## config.mk

```make
export PLATFORM = sky130hd
export DESIGN_NAME = spi_reg_master
export DESIGN_NICKNAME = d
export VERILOG_FILES = /design/src/rtl/spi_reg_pkg.sv /design/src/rtl/spi_half_period_timer.sv /design/src/rtl/spi_reg_master.sv
export SDC_FILE = /design/constraint.sdc
export NUM_CORES = 1
export LEC_CHECK = 0
export BUFFER_PORTS_ARGS = -buffer_cell sky130_fd_sc_hd__buf_4
export CAP_MARGIN = 20
export CELL_PAD_IN_SITES_DETAIL_PLACEMENT = 0
export CELL_PAD_IN_SITES_GLOBAL_PLACEMENT = 2
export CORE_ASPECT_RATIO = 0.5
export CORE_MARGIN = 1.5
export CORE_UTILIZATION = 39
export DETAILED_ROUTE_END_ITERATION = 10
export PLACE_DENSITY = 0.76
export SKIP_CTS_REPAIR_TIMING = 1
export SYNTH_ARGS = -nofsm -noshare
export SYNTH_HDL_FRONTEND = slang
export SYNTH_SLANG_ARGS = --single-unit
```

## constraint.sdc

```tcl
create_clock -name clk -period 2.55 [get_ports clk]
set_clock_uncertainty 0.2 [all_clocks]
set_input_delay 0.3825 -clock clk [delete_from_list [all_inputs] [get_ports clk]]
set_output_delay 0.3825 -clock clk [all_outputs]
set_load 0.01 [all_outputs]
```

## src/rtl/spi_reg_pkg.sv

```systemverilog
// Shared definitions for the SPI register master: FSM state encoding and
// command-word field positions (expressed as offsets below the word MSB so
// they hold for any REG_W).
package spi_reg_pkg;

   typedef enum logic [2:0] {
      ST_IDLE  = 3'd0,
      ST_SETUP = 3'd1,
      ST_SHIFT = 3'd2,
      ST_HOLD  = 3'd3,
      ST_GAP   = 3'd4
   } spi_state_e;

   // RW flag sits at bit REG_W - CMD_RW_OFS
   localparam int CMD_RW_OFS    = 1;
   // width field occupies [REG_W-CMD_WIDTH_OFS+1 : REG_W-CMD_WIDTH_OFS]
   localparam int CMD_WIDTH_OFS = 3;
   localparam int CMD_WIDTH_W   = 2;

endpackage

```

## src/rtl/spi_half_period_timer.sv

```systemverilog
// Half-period timer: down-counter that raises a one-cycle tick every
// HALF_PERIOD cycles. Held at its top value while clr is high so that the
// first tick after release lands exactly HALF_PERIOD cycles later.
module spi_half_period_timer #(
   parameter int HALF_PERIOD = 4
) (
   input  logic clk,
   input  logic rstb,
   input  logic clr,
   output logic tick
);

   localparam int               CNT_W   = $clog2(HALF_PERIOD);
   localparam logic [CNT_W-1:0] CNT_TOP = CNT_W'(HALF_PERIOD - 1);
   localparam logic [CNT_W-1:0] CNT_ONE = CNT_W'(1);
   localparam logic [CNT_W-1:0] CNT_ZERO = CNT_W'(0);

   logic [CNT_W-1:0] cnt_r;

   // reload on clear or expiry, otherwise count down
   always_ff @(posedge clk or negedge rstb) begin
      if (!rstb) begin
         cnt_r <= CNT_TOP;
      end else if (clr || (cnt_r == CNT_ZERO)) begin
         cnt_r <= CNT_TOP;
      end else begin
         cnt_r <= cnt_r - CNT_ONE;
      end
   end

   assign tick = (cnt_r == CNT_ZERO) && !clr;

endmodule

```

## src/rtl/spi_reg_master.sv

```systemverilog
// SPI mode-0 register master. Serialises {cmd, data} MSB first per request,
// captures the read word from MISO in the data phase of reads.
// Build option: define SPI_REG_MASTER_MISO_SYNC_EN to pass MISO through a
// 2-flop synchroniser; sampling then occurs 2 cycles after each rising edge.
// Pin timing is the same in both builds.
module spi_reg_master
   import spi_reg_pkg::*;
#(
   parameter int ADDR_W      = 6,
   parameter int REG_W       = 32,
   parameter int HALF_PERIOD = 4
) (
   input  logic              clk,
   input  logic              rstb,
   input  logic              req_valid,
   output logic              req_ready,
   input  logic              req_rw,
   input  logic [1:0]        req_width,
   input  logic [ADDR_W-1:0] req_addr,
   input  logic [REG_W-1:0]  req_wdata,
   output logic              resp_valid,
   output logic [REG_W-1:0]  resp_rdata,
   output logic              spi_clk,
   output logic              spi_cs_n,
   output logic              spi_mosi,
   input  logic              spi_miso
);

   localparam int               FRAME_W  = 2 * REG_W;
   localparam int               BIT_W    = $clog2(FRAME_W);
   localparam logic [BIT_W-1:0] BIT_LAST = BIT_W'(FRAME_W - 1);
   localparam logic [BIT_W-1:0] BIT_DATA = BIT_W'(REG_W);
   localparam logic [BIT_W-1:0] BIT_ONE  = BIT_W'(1);
   localparam int               RW_POS   = REG_W - CMD_RW_OFS;
   localparam int               WID_LO   = REG_W - CMD_WIDTH_OFS;

   spi_state_e         state_r;
   logic               ready_r;
   logic               resp_valid_r;
   logic [REG_W-1:0]   resp_rdata_r;
   logic               spi_clk_r;
   logic               cs_n_r;
   logic               mosi_r;
   logic [FRAME_W-2:0] frame_r;
   logic [BIT_W-1:0]   bit_cnt_r;
   logic               rw_r;
   logic [REG_W-1:0]   rd_sh_r;

   logic [REG_W-1:0]   cmd_s;
   logic [FRAME_W-1:0] frame_s;
   logic               tick_s;
   logic               samp_s;
   logic               cap_en_s;
   logic               cap_bit_s;

   spi_half_period_timer #(
      .HALF_PERIOD (HALF_PERIOD)
   ) u_timer (
      .clk  (clk),
      .rstb (rstb),
      .clr  (state_r == ST_IDLE),
      .tick (tick_s)
   );

   // assemble command word and full outgoing frame from the live request
   always_comb begin
      cmd_s                          = {REG_W{1'b0}};
      cmd_s[RW_POS]                  = req_rw;
      cmd_s[WID_LO +: CMD_WIDTH_W]   = req_width;
      cmd_s[ADDR_W-1:0]              = req_addr;
      frame_s = {cmd_s, (req_rw ? req_wdata : {REG_W{1'b0}})};
   end

   // MISO sample point: spi_clk being driven high during a read data bit
   assign samp_s = (state_r == ST_SHIFT) && tick_s && !spi_clk_r && !rw_r
                   && (bit_cnt_r >= BIT_DATA);

`ifdef SPI_REG_MASTER_MISO_SYNC_EN
   logic miso_s1_r;
   logic miso_s2_r;
   logic samp_d1_r;
   logic samp_d2_r;

   // two-flop MISO synchroniser with a matching two-cycle sample strobe delay
   always_ff @(posedge clk or negedge rstb) begin
      if (!rstb) begin
         miso_s1_r <= 1'b0;
         miso_s2_r <= 1'b0;
         samp_d1_r <= 1'b0;
         samp_d2_r <= 1'b0;
      end else begin
         miso_s1_r <= spi_miso;
         miso_s2_r <= miso_s1_r;
         samp_d1_r <= samp_s;
         samp_d2_r <= samp_d1_r;
      end
   end

   assign cap_en_s  = samp_d2_r;
   assign cap_bit_s = miso_s2_r;
`else
   assign cap_en_s  = samp_s;
   assign cap_bit_s = spi_miso;
`endif

   // read-data shift register, MSB first
   always_ff @(posedge clk or negedge rstb) begin
      if (!rstb) begin
         rd_sh_r <= {REG_W{1'b0}};
      end else if (cap_en_s) begin
         rd_sh_r <= {rd_sh_r[REG_W-2:0], cap_bit_s};
      end else begin
         rd_sh_r <= rd_sh_r;
      end
   end

   // frame sequencer: IDLE -> SETUP -> SHIFT -> HOLD -> GAP -> IDLE
   always_ff @(posedge clk or negedge rstb) begin
      if (!rstb) begin
         state_r      <= ST_IDLE;
         ready_r      <= 1'b1;
         resp_valid_r <= 1'b0;
         resp_rdata_r <= {REG_W{1'b0}};
         spi_clk_r    <= 1'b0;
         cs_n_r       <= 1'b1;
         mosi_r       <= 1'b0;
         frame_r      <= {(FRAME_W-1){1'b0}};
         bit_cnt_r    <= {BIT_W{1'b0}};
         rw_r         <= 1'b0;
      end else begin
         resp_valid_r <= 1'b0;
         case (state_r)
            ST_IDLE: begin
               if (req_valid && ready_r) begin
                  state_r   <= ST_SETUP;
                  ready_r   <= 1'b0;
                  cs_n_r    <= 1'b0;
                  mosi_r    <= frame_s[FRAME_W-1];
                  frame_r   <= frame_s[FRAME_W-2:0];
                  bit_cnt_r <= {BIT_W{1'b0}};
                  rw_r      <= req_rw;
               end
            end
            ST_SETUP: begin
               if (tick_s) begin
                  state_r   <= ST_SHIFT;
                  spi_clk_r <= 1'b1;
               end
            end
            ST_SHIFT: begin
               if (tick_s) begin
                  if (spi_clk_r) begin
                     spi_clk_r <= 1'b0;
                     if (bit_cnt_r == BIT_LAST) begin
                        state_r <= ST_HOLD;
                        mosi_r  <= 1'b0;
                     end else begin
                        bit_cnt_r <= bit_cnt_r + BIT_ONE;
                        mosi_r    <= frame_r[FRAME_W-2];
                        frame_r   <= {frame_r[FRAME_W-3:0], 1'b0};
                     end
                  end else begin
                     spi_clk_r <= 1'b1;
                  end
               end
            end
            ST_HOLD: begin
               if (tick_s) begin
                  state_r <= ST_GAP;
                  cs_n_r  <= 1'b1;
               end
            end
            ST_GAP: begin
               if (tick_s) begin
                  state_r      <= ST_IDLE;
                  ready_r      <= 1'b1;
                  resp_valid_r <= 1'b1;
                  if (!rw_r) begin
                     resp_rdata_r <= rd_sh_r;
                  end
               end
            end
            default: begin
               state_r   <= ST_IDLE;
               ready_r   <= 1'b1;
               spi_clk_r <= 1'b0;
               cs_n_r    <= 1'b1;
               mosi_r    <= 1'b0;
            end
         endcase
      end
   end

   assign req_ready  = ready_r;
   assign resp_valid = resp_valid_r;
   assign resp_rdata = resp_rdata_r;
   assign spi_clk    = spi_clk_r;
   assign spi_cs_n   = cs_n_r;
   assign spi_mosi   = mosi_r;

endmodule

```

* Word level (Yosys, flattened, before mapping)
Index checks and enable logic that the tools add are counted.
** Storage, ports and cells
- Input bits :: 45
- Word-level logic and storage cells :: 92
- Bits in registers :: 144
- Output and inout port bits :: 37
** Cells by class
- $add $sub $neg :: 2
- Order comparisons :: 1
- Reductions and logical operators :: 25
- Bitwise gates (word level) :: 5
- Equality and inequality tests :: 13
- Mux-type cells :: 34
** Operator list (number)
- two-way mux 63 bit :: 4
- one-hot mux 63 bit (2 select lines) :: 1
- two-way mux 32 bit :: 1
- two-way mux 6 bit :: 4
- two-way mux 3 bit :: 7
- one-hot mux 3 bit (5 select lines) :: 1
- inequality test 2 bit (second input constant) :: 7
- one-hot mux 1 bit (3 select lines) :: 4
- one-hot mux 6 bit (2 select lines) :: 1
- AND reduction 3 bit :: 4
- OR reduction 3 bit :: 4
- two-way mux 1 bit :: 10
- AND reduction 7 bit :: 1
- adder 6 x 1 -> 6 bit (second input constant) :: 1
- == test 3 x 2 -> 1 bit (second input constant) :: 2
- == test 6 bit (second input constant) :: 1
- greater-or-equal comparator 6 bit (second input constant) :: 1
- logical AND 1 bit :: 6
- inverter 1 bit :: 5
- AND reduction 5 bit :: 1
- AND reduction 4 bit :: 1
- == test 3 x 1 -> 1 bit (second input constant) :: 1
- == test 3 bit (second input constant) :: 1
- logical NOT 1 bit :: 3
- other kinds (8) :: 8

* Depth between registers and ports, before layout
Gate-level depths: netlist of the first run.
- Word-level depth :: 7
- Gate-level depth with buffers :: 8

* By module
From an unflattened synthesis of the first run, not the netlist that was laid out.
** Second synthesis, totals
- Cell total of the unflattened synthesis :: 532
- Area, all modules :: 6408.6 sq um
** Modules (own cells, without submodules)
- spi_reg_master :: seq. area each 3555.9 sq um, area an instance 6309.8 sq um, instances 1, cells each 524
- spi_half_period_timer :: seq. area each 52.6 sq um, area an instance 98.8 sq um, instances 1, cells each 8

* Worst setup path after synthesis of the first run
Ideal clock, no wire load.
- Path kind :: register to register
- Start :: register bit_cnt_r[0]
- End :: register frame_r[34]
- Stages on the path, launching flop included :: 8
- Path buffers :: 2
- Arrival time :: 1856 ps
- Clock period less this slack :: 2180 ps
- Setup slack :: 370 ps
- Cells stage by stage :: dfrtp_1 ha_1 and3_1 a311oi_2 nand2b_1 buf_2 buf_6 mux2_2
** On the way
- Word-level cells in the longest chain between the ends :: 3
** RTL lines
- start, declared :: RTL line spi_reg_master.sv:45 : logic [BIT_W-1:0] bit_cnt_r;
- start signal, assigned :: RTL line spi_reg_master.sv:128 : bit_cnt_r <= {BIT_W{1'b0}};
- start signal, assigned :: RTL line spi_reg_master.sv:140 : bit_cnt_r <= {BIT_W{1'b0}};
- start signal, assigned :: RTL line spi_reg_master.sv:158 : bit_cnt_r <= bit_cnt_r + BIT_ONE;
- == test 6 bit :: RTL line spi_reg_master.sv:154 : if (bit_cnt_r == BIT_LAST) begin
- inequality test 2 bit (no source line)
- AND reduction 5 bit (no source line)
- end signal, assigned :: RTL line spi_reg_master.sv:127 : frame_r <= {(FRAME_W-1){1'b0}};
- end signal, assigned :: RTL line spi_reg_master.sv:139 : frame_r <= frame_s[FRAME_W-2:0];
- end signal, assigned :: RTL line spi_reg_master.sv:160 : frame_r <= {frame_r[FRAME_W-3:0], 1'b0};
- end, declared :: RTL line spi_reg_master.sv:44 : logic [FRAME_W-2:0] frame_r;
No other way between the ends.
A chain may end at the register's enable or synchronous reset.

* Final worst setup path of the first run
- Start :: register bit_cnt_r[0]
- End :: register frame_r[28]
Same word-level chain as after synthesis.

==> key figures, run 1 <==
Status
  – Status: finished clean

Drt
  – Vias per inst: between 4 and 5
  – First drt pass iteration count: 4
  – Post-route ant nets: 0
  – Vias: about 3800
  – # DRC: 0
  – Final wirelength: 12100 um
  – WL per Instance: about 15 um
  – Iteration-0 DRC Markers: around 220

Critical path
  – Worst R2R Setup Slack: approximately 0.22 ns
  – Worst r2r dst: frame_r[28]$_DFFE_PN0P_
  – R2R cell count: 6
  – CP Launch Type: flop
  – Worst Setup End Kind: flop
  – Reg-to-Reg Start: bit_cnt_r[0]$_DFFE_PN0P_
  – Critical Path Max Stage Delay: between 0.4 and 0.5 ns
  – Crit path DAT: about 2.5 ns
  – Crit Path Class: reg2reg
  – Crit-path cells: ha_1 > and3_1 > a311oi_2 > nand2b_2 > buf_4 > mux2i_1
  – CP startpoint: bit_cnt_r[0]$_DFFE_PN0P_
  – Critical path peak fanout: 13
  – Crit-path slowest cell: dfrtp_1
  – WP data required: around 2.7 ns

Clock tree
  – Clock sink count: approximately 140
  – CTS tree: yes
  – CTS Buffer Depth: 2
  – CTS Root Cell: clkbuf_16
  – CTS Buf Count: 17
  – Clock slew at reported path FFs: around 0.06 ns
  – H-Tree Depth: 4
  – Latest clock arrival within the worst-skew pair: roughly 0.41 ns

Logic synthesis
  – Most used DFF post-synth: dfrtp_1
  – Post-Syn Area: about 6000 sq um
  – Yosys top cell area share: 0.568
  – #FFs+latches synth: approximately 140
  – Largest area contributor in the netlist: dfrtp_1
  – Sequential fraction of the synthesis area: 0.585
  – Syn nets: between 500 and 600
  – Yosys warnings: 0
  – Synth area leaders: dfrtp_1 57%, mux2_2 14%, mux2i_1 5.2%
  – Number of synthesized flops with an enable pin: 0
  – Avg Cell Area, Syn: about 13 sq um
  – Syn Inst Count: just under 500
  – Netlist cell types: 35
  – Async SR Flop Fraction: 1.00

Global routing
  – Via count of the first global-routing pass: around 4000
  – GRT overflow: 0
  – First-pass GRT wire length: around 21000 um
  – Initial antenna violation count: 0
  – Largest net degree at the start of global routing: 52
  – GR Util All Layers: 0.160

Place
  – GP Congestion: between 0.7 and 0.8
  – Worst slack, placed: approximately 0.21 ns
  – DP Area: just over 7000 sq um
  – Dpl hpwl: around 7600 um
  – IO Port Bufs: 81
  – Dpl cells: 754

Finish
  – Final instance area: just under 8000 sq um
  – Area delta synth->final: 26.3%
  – Most frequent cells in the layout: 140 x dfrtp_1, 93 x buf_4, 75 x mux2_2
  – Layout cells sized above 1: 0.378
  – Final cell count without fillers: slightly below 800
  – Commonest non-fill, non-tap cell in the layout: dfrtp_1
  – Total Nets Final: 619
  – Ant diodes: 0

Die
  – DIE WIDTH: between 150 and 200 um
  – Core area: approximately 15000 sq um
  – Initial Util: 0.400
  – Die Area: about 17000 sq um
  – Row count: 32
  – Die H: slightly above 90 um
  – I/O pin cnt: about 80

Worst hold path
  – Worst hold start: req_valid
  – Worst hold-check path type: in2reg
  – Hold EP: req_ready$_DFFE_PN1P_
  – Min-Delay Path Depth: 4

Timing
  – Period utilization: 0.912
  – Max_slew headroom: 0.673
  – Fin. max-slew vios: 0
  – TNS Setup: 0 ns
  – Fin Hold WS: between 0.08 and 0.09 ns
  – Highest clock rate: around 430 MHz
  – Hold Violations, Final: 0
  – Unrepaired setup endpoints after global routing: no
  – Slew @ Worst Pin: around 0.5 ns
  – Post-layout worst setup margin: roughly 0.22 ns
  – Crit path time final: approximately 2.3 ns
  – Final setup violation count: 0

Flow run
  – Max_cap viols: 0

Power
  – Power Dens Cells: around 700 nW/um^2
  – Worst vdd ir: slightly below 0.4 mV
  – Leak pwr: ~4 nW
## metrics by stage
stage	power [mW]	util
3_5_place_dp	2.49	0.459
5_1_grt	5.58	0.505
4_1_cts	5.47	0.504
6_report	5.38	0.505
3_3_place_gp	2.49	0.459
2_1_floorplan	2.37	-
## flip-flops by register name (all words and copies together), names as in the netlist
| signal | flops |
|---|---|
| frame_r | 63 |
| rd_sh_r | 32 |
| resp_rdata | 32 |
| bit_cnt_r | 6 |
| state_r | 3 |
| u_timer.cnt_r | 2 |
| req_ready | 1 |
| resp_valid | 1 |
| rw_r | 1 |
| spi_clk | 1 |
| spi_cs_n | 1 |
| spi_mosi | 1 |
## layer usage
layer	track usage	wire length (um)
met1	0.223	6240
met2	0.234	5180
met3	0.0532	557
met4	0.0525	132
met5	0	0
## synth_stat cells (2+ instances only)
master	instances
a21oi_1	37
a22o_1	26
a31oi_1	2
and3_1	35
buf_2	13
buf_4	5
buf_6	2
clkbuf_1	12
dfrtp_1	140
dfstp_2	4
ha_1	3
inv_1	35
mux2_1	2
mux2_2	75
mux2_4	6
mux2i_1	32
nand2_1	14
nand2b_1	2
nand3_1	5
nor2_1	8
nor2b_1	2
o21ai_0	8
xnor2_1	3
## logic make-up after synthesis
logic type               count (synthesis)  synth area share
adder cells (fa/ha/maj)                  3           0.00608
multiplexers                           115             0.207
buffers and inverters                   68            0.0495
XOR/XNOR                                 3           0.00426
AND/OR/NAND/NOR                         71            0.0637
AO/OA/AOI/OAI                           79            0.0848
flip-flops                             144             0.585
## worst max-delay path, delay by kind of cell, from the launching register on
family          cells  cell delay, ns
fa+ha+maj           1            0.25
compound gates      1            0.32
mux                 1            0.20
simple gates        2            0.59
buf+inv             1            0.28
flops               1            0.41
## where the power goes
part	switching (mW)	leakage, nW	total (mW)	internal [mW]
Sequential	0.000820	1.81	2.29	2.29
Combinational	0.0796	1.86	0.160	0.0802
Clock	0.963	0.342	2.93	1.97
## final cells by class
type / instances / area, sq um
fill: 1388 / 7620
sequential: 144 / 3610
multi-input combinational: 271 / 2260
timing repair buffer: 101 / 830
clock buffer: 19 / 443
clock inverter: 13 / 255
tap: 204 / 255
inverter: 36 / 135
## how the worst max path moves through the flow
stage / to / cells past startpoint
2_1_floorplan: frame_r[34]$_DFFE_PN0P_ / 7
3_3_place_gp: frame_r[30]$_DFFE_PN0P_ / 6
3_5_place_dp: frame_r[3]$_DFFE_PN0P_ / 6
4_1_cts: frame_r[3]$_DFFE_PN0P_ / 6
5_1_grt: frame_r[4]$_DFFE_PN0P_ / 6
6_report: frame_r[28]$_DFFE_PN0P_ / 6
Power figures use the tool's default switching activity.
==> run 2, diff against run 1 <==
--- a/config.mk
+++ b/config.mk
@@ -7,7 +7,7 @@
 export LEC_CHECK = 0
 export BUFFER_PORTS_ARGS = -buffer_cell sky130_fd_sc_hd__buf_4
 export CAP_MARGIN = 20
-export CELL_PAD_IN_SITES_DETAIL_PLACEMENT = 0
+export CELL_PAD_IN_SITES_DETAIL_PLACEMENT = 1
 export CELL_PAD_IN_SITES_GLOBAL_PLACEMENT = 2
 export CORE_ASPECT_RATIO = 0.5
 export CORE_MARGIN = 1.5
==> run 2 against run 1 <==
Via count up 3.8%. Critical path depth stayed put. Sequential power about the same. Register-to-register slack worse by 0.04 ns. Routed wire length rose by 6.7%. Combinational power is essentially flat. Setup slack got worse by 0.041 ns. First-iteration DRC count is 15% lower. Non-clock buffer count is the same. Global-route usage rose by 0.37 points. Sequential share of layout area grew 0.60 points. Worst hold slack improved by 0.0091 ns. Critical endpoint is now frame_r[29]$_DFFE_PN0P_. Largest power group unchanged.
==> key figures, run 2 (synthesized netlist as in run 1, its figures left out) <==
Drt
  – WL per Instance: 16.4 um (was 15.4 um)
  – Final wirelength: 12900 um (was 12100 um)
  – Vias per inst: 5.06 (was 4.88)
  – Iteration-0 DRC Markers: 190 (was 224)
  – # DRC: 0 (unchanged)
  – Vias: 3990 (was 3844)
  – First drt pass iteration count: 4 (unchanged)
  – Post-route ant nets: 0 (unchanged)

Timing
  – Final setup violation count: 0 (unchanged)
  – Period utilization: 0.928 (was 0.912)
  – Max_slew headroom: 0.663 (was 0.673)
  – Unrepaired setup endpoints after global routing: no (unchanged)
  – TNS Setup: 0 ns (unchanged)
  – Highest clock rate: 423 MHz (was 430 MHz)
  – Fin. max-slew vios: 0 (unchanged)
  – Hold Violations, Final: 0 (unchanged)
  – Slew @ Worst Pin: 0.506 ns (was 0.491 ns)
  – Crit path time final: 2.37 ns (was 2.33 ns)

Finish
  – Area delta synth->final: 24.6% (was 26.3%)
  – Layout Utilization: 0.499 (was 0.505)
  – Ant diodes: 0 (unchanged)
  – Layout cells sized above 1: 0.378 (unchanged)
  – Most flop-heavy register: frame_r (unchanged)
  – Max reg flops: 63 (unchanged)
  – Total Nets Final: 619 (unchanged)
  – Commonest non-fill, non-tap cell in the layout: dfrtp_1 (unchanged)
  – Most frequent cells in the layout: 140 x dfrtp_1, 93 x buf_4, 75 x mux2_2 (unchanged)

Status
  – Status: finished clean (unchanged)

Power
  – Comb power frac: 0.032 (was 0.030)
  – Worst vdd ir: 0.351 mV (was 0.397 mV)
  – Clock share of power: 0.508 (was 0.545)
  – Leak pwr: 3.96 nW (was 4.02 nW)
  – Internal Power: 3.89 mW (was 4.33 mW)
  – Flop pwr share: 0.460 (was 0.425)
  – Power Dens Cells: 647 nW/um^2 (was 690 nW/um^2)
  – NetSw: 1.08 mW (was 1.04 mW)
  – Sw Ratio: 0.217 (was 0.194)

Worst hold path
  – Min-Delay Path Depth: 4 (unchanged)
  – Hold EP: req_ready$_DFFE_PN1P_ (unchanged)
  – Worst hold start: req_valid (unchanged)
  – Worst hold-check path type: in2reg (unchanged)

Die
  – Die H: 91.9 um (unchanged)
  – Row count: 32 (unchanged)
  – I/O pin cnt: 82 (unchanged)
  – Die Area: 16600 sq um (unchanged)
  – DIE WIDTH: 181 um (unchanged)
  – Core area: 15400 sq um (unchanged)
  – Initial Util: 0.400 (unchanged)

Critical path
  – CP startpoint: bit_cnt_r[0]$_DFFE_PN0P_ (unchanged)
  – WP data required: 2.68 ns (about the same)
  – Crit path DAT: 2.50 ns (was 2.46 ns)
  – R2R cell count: 6 (unchanged)
  – Worst R2R Setup Slack: 0.18 ns (was 0.22 ns)
  – Worst Setup End Kind: flop (unchanged)
  – Crit Path Class: reg2reg (unchanged)
  – Worst r2r dst: frame_r[29]$_DFFE_PN0P_ (was frame_r[28]$_DFFE_PN0P_)
  – CP Launch Type: flop (unchanged)
  – Critical path peak fanout: 13 (unchanged)
  – Reg-to-Reg Start: bit_cnt_r[0]$_DFFE_PN0P_ (unchanged)

Clock tree
  – CTS Root Cell: clkbuf_16 (unchanged)
  – Clock sink count: 144 (unchanged)
  – H-Tree Depth: 4 (unchanged)
  – CTS Buf Count: 17 (unchanged)
  – Latest clock arrival within the worst-skew pair: 0.41 ns (about the same)
  – Clock slew at reported path FFs: 0.06 ns (about the same)
  – CTS Buffer Depth: 2 (unchanged)
  – CTS tree: yes (unchanged)

Global routing
  – Largest net degree at the start of global routing: 52 (unchanged)
  – Initial antenna violation count: 0 (unchanged)
  – GR Util All Layers: 0.164 (was 0.160)
  – Via count of the first global-routing pass: 4188 (was 4006)
  – GRT overflow: 0 (unchanged)
  – First-pass GRT wire length: 21600 um (was 20800 um)

Flow run
  – Max_cap viols: 0 (unchanged)

Place
  – Dpl hpwl: 8150 um (was 7640 um)
  – IO Port Bufs: 81 (unchanged)
  – GP Congestion: 0.737 (unchanged)
[run 2: cell types whose count changed in the layout (fill, tap and decap cells not counted), sizes merged]
cell      delta
clkinvlp     +3
bufinv       -5
inv          +1
clkinv       -1
clkbuf       +2
[run 2: worst max-delay path by stage]
stage	end	slack (ns)	cells after the start
6_report	frame_r[29]$_DFFE_PN0P_	0.18	6
5_1_grt	frame_r[30]$_DFFE_PN0P_	0.02	6
4_1_cts	frame_r[5]$_DFFE_PN0P_	0.16	6
3_5_place_dp	frame_r[5]$_DFFE_PN0P_	0.17	6
3_3_place_gp	frame_r[30]$_DFFE_PN0P_	0.30	6
2_1_floorplan	frame_r[34]$_DFFE_PN0P_	0.37	7
[run 2: layout make-up]
class | instances | area [sq um]
Timing Repair Buffer | 101 | 830
Sequential cell | 144 | 3610
Multi-Input combinational cell | 271 | 2260
Inverter | 36 | 135
Fill cell | 1606 | 7720
Clock buffer | 21 | 470
Tap cell | 204 | 255
Clock inverter | 11 | 128
[run 2: routing by layer]
layer  vias to the layer above  global-route usage  share of wire
li1                       1864                   -              -
met1                      2050               0.225           0.49
met2                        69               0.255           0.46
met3                         7              0.0540          0.046
met4                         0              0.0294         0.0049
met5                         -                   0              0
[run 2: metrics by stage]
stage                     std cells  setup slack, ns  area [sq um]  power [mW]  hold WS [ns]
after floorplan                 483            0.370          6170        2.37        -0.113
after global placement          754            0.300          7070        2.49         0.178
after detailed placement        754            0.173          7070        2.49         0.169
after CTS                       786            0.161          7670        5.05        -0.279
after global routing            788           0.0205          7690        5.16         0.105
final                           788            0.184          7690        4.98        0.0971
[run 2: power by group through the flow]
stage          clock [mW]  combinational, mW  sequential, mW
6_report             2.53              0.161            2.29
5_1_grt              2.69              0.183            2.28
4_1_cts              2.60              0.165            2.29
3_5_place_dp            0              0.164            2.33
3_3_place_gp            0              0.164            2.33
2_1_floorplan           0             0.0427            2.33
[run 2: critical path, stage by stage, from the launching register on]
cell      delay, ns
dfrtp_1        0.41
ha_1           0.26
and3_1         0.21
a311oi_2       0.32
nand2b_2       0.39
buf_4          0.28
mux2i_1        0.21
==> run 3, diff against run 2 <==
--- a/config.mk
+++ b/config.mk
@@ -13,7 +13,7 @@
 export CORE_MARGIN = 1.5
 export CORE_UTILIZATION = 39
 export DETAILED_ROUTE_END_ITERATION = 10
-export PLACE_DENSITY = 0.76
+export PLACE_DENSITY = 0.87
 export SKIP_CTS_REPAIR_TIMING = 1
 export SYNTH_ARGS = -nofsm -noshare
 export SYNTH_HDL_FRONTEND = slang
==> run 3 against run 2 <==
Final area fell by 0.41%. Combinational power is essentially flat. Critical path depth unchanged. Non-clock buffer count decreased by 2. Count of clock-buffer cells in the layout shrank 3. Worst hold slack worse by 0.016 ns. Power decreased by 1.0%. Sequential cell count unchanged. First-iteration DRC count did not move. Utilization down 0.20 points. Die area unchanged.
==> key figures, run 3 (synthesized netlist as in run 1, its figures left out) <==
Status
  – Status: finished clean (unchanged)

Finish
  – Most frequent cells in the layout: 140 x dfrtp_1, 92 x buf_4, 75 x mux2_2 (was 140 x dfrtp_1, 93 x buf_4, 75 x mux2_2)
  – Layout cells sized above 1: 0.376 (was 0.378)
  – Max reg flops: 63 (unchanged)
  – Ant diodes: 0 (unchanged)
  – Total Nets Final: 617 (was 619)
  – Most flop-heavy register: frame_r (unchanged)
  – # fillers: 1588 (was 1606)
  – Area delta synth->final: 24.1% (was 24.6%)
  – Commonest non-fill, non-tap cell in the layout: dfrtp_1 (unchanged)
  – Layout Utilization: 0.497 (was 0.499)

Drt
  – First drt pass iteration count: 4 (unchanged)
  – Vias: 3955 (was 3990)
  – WL per Instance: 16.4 um (about the same)
  – Post-route ant nets: 0 (unchanged)
  – Vias per inst: 5.03 (was 5.06)
  – Final wirelength: 12900 um (about the same)
  – Iteration-0 DRC Markers: 190 (unchanged)
  – # DRC: 0 (unchanged)

Clock tree
  – CTS Buffer Depth: 2 (unchanged)
  – Clock slew at reported path FFs: 0.06 ns (about the same)
  – CTS Root Cell: clkbuf_16 (unchanged)
  – Clock sink count: 144 (unchanged)
  – H-Tree Depth: 4 (unchanged)
  – CTS Buf Count: 17 (unchanged)
  – Latest clock arrival within the worst-skew pair: 0.41 ns (about the same)
  – CTS tree: yes (unchanged)

Critical path
  – Worst path bufs/invs: 1 (unchanged)
  – Crit path DAT: 2.42 ns (was 2.50 ns)
  – Worst R2R Setup Slack: 0.26 ns (was 0.18 ns)
  – Critical path peak fanout: 13 (unchanged)
  – Crit Path Class: reg2reg (unchanged)
  – Worst r2r dst: frame_r[29]$_DFFE_PN0P_ (unchanged)
  – Worst Setup End Kind: flop (unchanged)
  – Critical Path Max Stage Delay: 0.41 ns (about the same)
  – CP Launch Type: flop (unchanged)
  – Crit-path slowest cell: dfrtp_1 (unchanged)
  – Crit-path cells: ha_1 > and3_1 > a311oi_2 > nand2b_4 > buf_4 > mux2i_1 (was ha_1 > and3_1 > a311oi_2 > nand2b_2 > buf_4 > mux2i_1)
  – WP data required: 2.68 ns (about the same)
  – Cell family with most CP delay: simple AND/OR/NAND/NOR gates (unchanged)
  – Reg-to-Reg Start: bit_cnt_r[0]$_DFFE_PN0P_ (unchanged)
  – R2R cell count: 6 (unchanged)

Power
  – Power Dens Cells: 643 nW/um^2 (was 647 nW/um^2)
  – Clock share of power: 0.504 (was 0.508)
  – Leak pwr: 3.95 nW (was 3.96 nW)
  – Sw Ratio: 0.219 (was 0.217)
  – Internal Power: 3.85 mW (was 3.89 mW)
  – Flop pwr share: 0.464 (was 0.460)
  – Comb power frac: 0.032 (about the same)
  – NetSw: 1.08 mW (about the same)
  – Worst vdd ir: 0.330 mV (was 0.351 mV)

Flow run
  – Max_cap viols: 0 (unchanged)

Die
  – Core area: 15400 sq um (unchanged)
  – Die H: 91.9 um (unchanged)
  – Row count: 32 (unchanged)
  – DIE WIDTH: 181 um (unchanged)
  – Die Area: 16600 sq um (unchanged)
  – Initial Util: 0.400 (unchanged)
  – I/O pin cnt: 82 (unchanged)

Timing
  – Unrepaired setup endpoints after global routing: no (unchanged)
  – Post-layout worst setup margin: 0.259 ns (was 0.184 ns)
  – Period utilization: 0.898 (was 0.928)
  – Final setup violation count: 0 (unchanged)
  – Hold Violations, Final: 0 (unchanged)
  – Slew @ Worst Pin: 0.616 ns (was 0.506 ns)
  – Highest clock rate: 437 MHz (was 423 MHz)
  – Max_slew headroom: 0.589 (was 0.663)
  – Crit path time final: 2.29 ns (was 2.37 ns)
  – TNS Setup: 0 ns (unchanged)
  – Fin. max-slew vios: 0 (unchanged)

Global routing
  – Largest net degree at the start of global routing: 65 (was 52)
  – GRT overflow: 0 (unchanged)
  – GR Util All Layers: 0.168 (was 0.164)
  – Via count of the first global-routing pass: 4262 (was 4188)
  – Initial antenna violation count: 0 (unchanged)
  – First-pass GRT wire length: 21900 um (was 21600 um)

Place
  – Dpl hpwl: 8220 um (was 8150 um)
  – GP Congestion: 0.712 (was 0.737)
  – IO Port Bufs: 81 (unchanged)
  – Worst slack, placed: 0.149 ns (was 0.173 ns)

Worst hold path
  – Worst hold-check path type: in2reg (unchanged)
  – Hold EP: req_ready$_DFFE_PN1P_ (unchanged)
  – Worst hold start: req_valid (unchanged)
  – Min-Delay Path Depth: 4 (unchanged)
run 3: changes by cell type in the layout (fill, tap and decap cells not counted):
cell | before | now
clkinv_4 | 1 | 4
clkbuf_8 | 3 | 1
buf_12 | 5 | 4
buf_4 | 93 | 92
clkbuf_1 | 1 | 0
clkinvlp_4 | 3 | 2
inv_6 | 3 | 4
nand2b_2 | 1 | 0
nand2b_4 | 0 | 1
nand3_1 | 4 | 5
nand3_2 | 1 | 0
run 3: cell type report:
type / count / area (sq um) / share of cell area
Inverter: 36 / 135 / 0.0176
Clock buffer: 18 / 439 / 0.0573
Clock inverter: 14 / 155 / 0.0203
Multi-Input combinational cell: 271 / 2260 / 0.296
Timing Repair Buffer: 99 / 802 / 0.105
Sequential cell: 144 / 3610 / 0.471
Tap cell: 204 / 255 / 0.0333
run 3: how the worst max path moves through the flow:
stage	cells past startpoint	to	start	slack, ns
2_1_floorplan	7	frame_r[34]$_DFFE_PN0P_	bit_cnt_r[0]$_DFFE_PN0P_	0.37
3_3_place_gp	6	frame_r[9]$_DFFE_PN0P_	bit_cnt_r[0]$_DFFE_PN0P_	0.25
3_5_place_dp	6	frame_r[29]$_DFFE_PN0P_	bit_cnt_r[0]$_DFFE_PN0P_	0.15
4_1_cts	6	frame_r[29]$_DFFE_PN0P_	bit_cnt_r[0]$_DFFE_PN0P_	0.14
5_1_grt	7	frame_r[29]$_DFFE_PN0P_	u_timer.cnt_r[0]$_DFF_PN1_	0.09
6_report	6	frame_r[29]$_DFFE_PN0P_	bit_cnt_r[0]$_DFFE_PN0P_	0.26
run 3: worst reg2reg max path, stage by stage (launching register included):
cell	delay (ns)
dfrtp_1	0.41
ha_1	0.25
and3_1	0.21
a311oi_2	0.35
nand2b_4	0.31
buf_4	0.27
mux2i_1	0.22
run 3: routing by layer:
| metal | GRT usage | share of wire |
|---|---|---|
| met1 | 0.219 | 0.48 |
| met2 | 0.273 | 0.47 |
| met3 | 0.0469 | 0.040 |
| met4 | 0.0525 | 0.011 |
| met5 | 0 | 0 |
run 3: power groups by stage:
stage          combinational [mW]  clock, mW  sequential [mW]
2_1_floorplan              0.0427          0             2.33
3_3_place_gp                0.158          0             2.33
3_5_place_dp                0.161          0             2.33
4_1_cts                     0.162       2.54             2.29
5_1_grt                     0.178       2.66             2.28
6_report                    0.158       2.48             2.29
run 3: metrics by stage:
stage	instances	area (sq um)	hold slack (ns)	power [mW]
floorplan	483	6170	-0.113	2.37
global placement	752	7040	0.208	2.49
detailed placement	752	7040	0.216	2.49
CTS	784	7630	-0.222	4.99
global route	786	7660	0.0937	5.12
finish	786	7660	0.0807	4.93
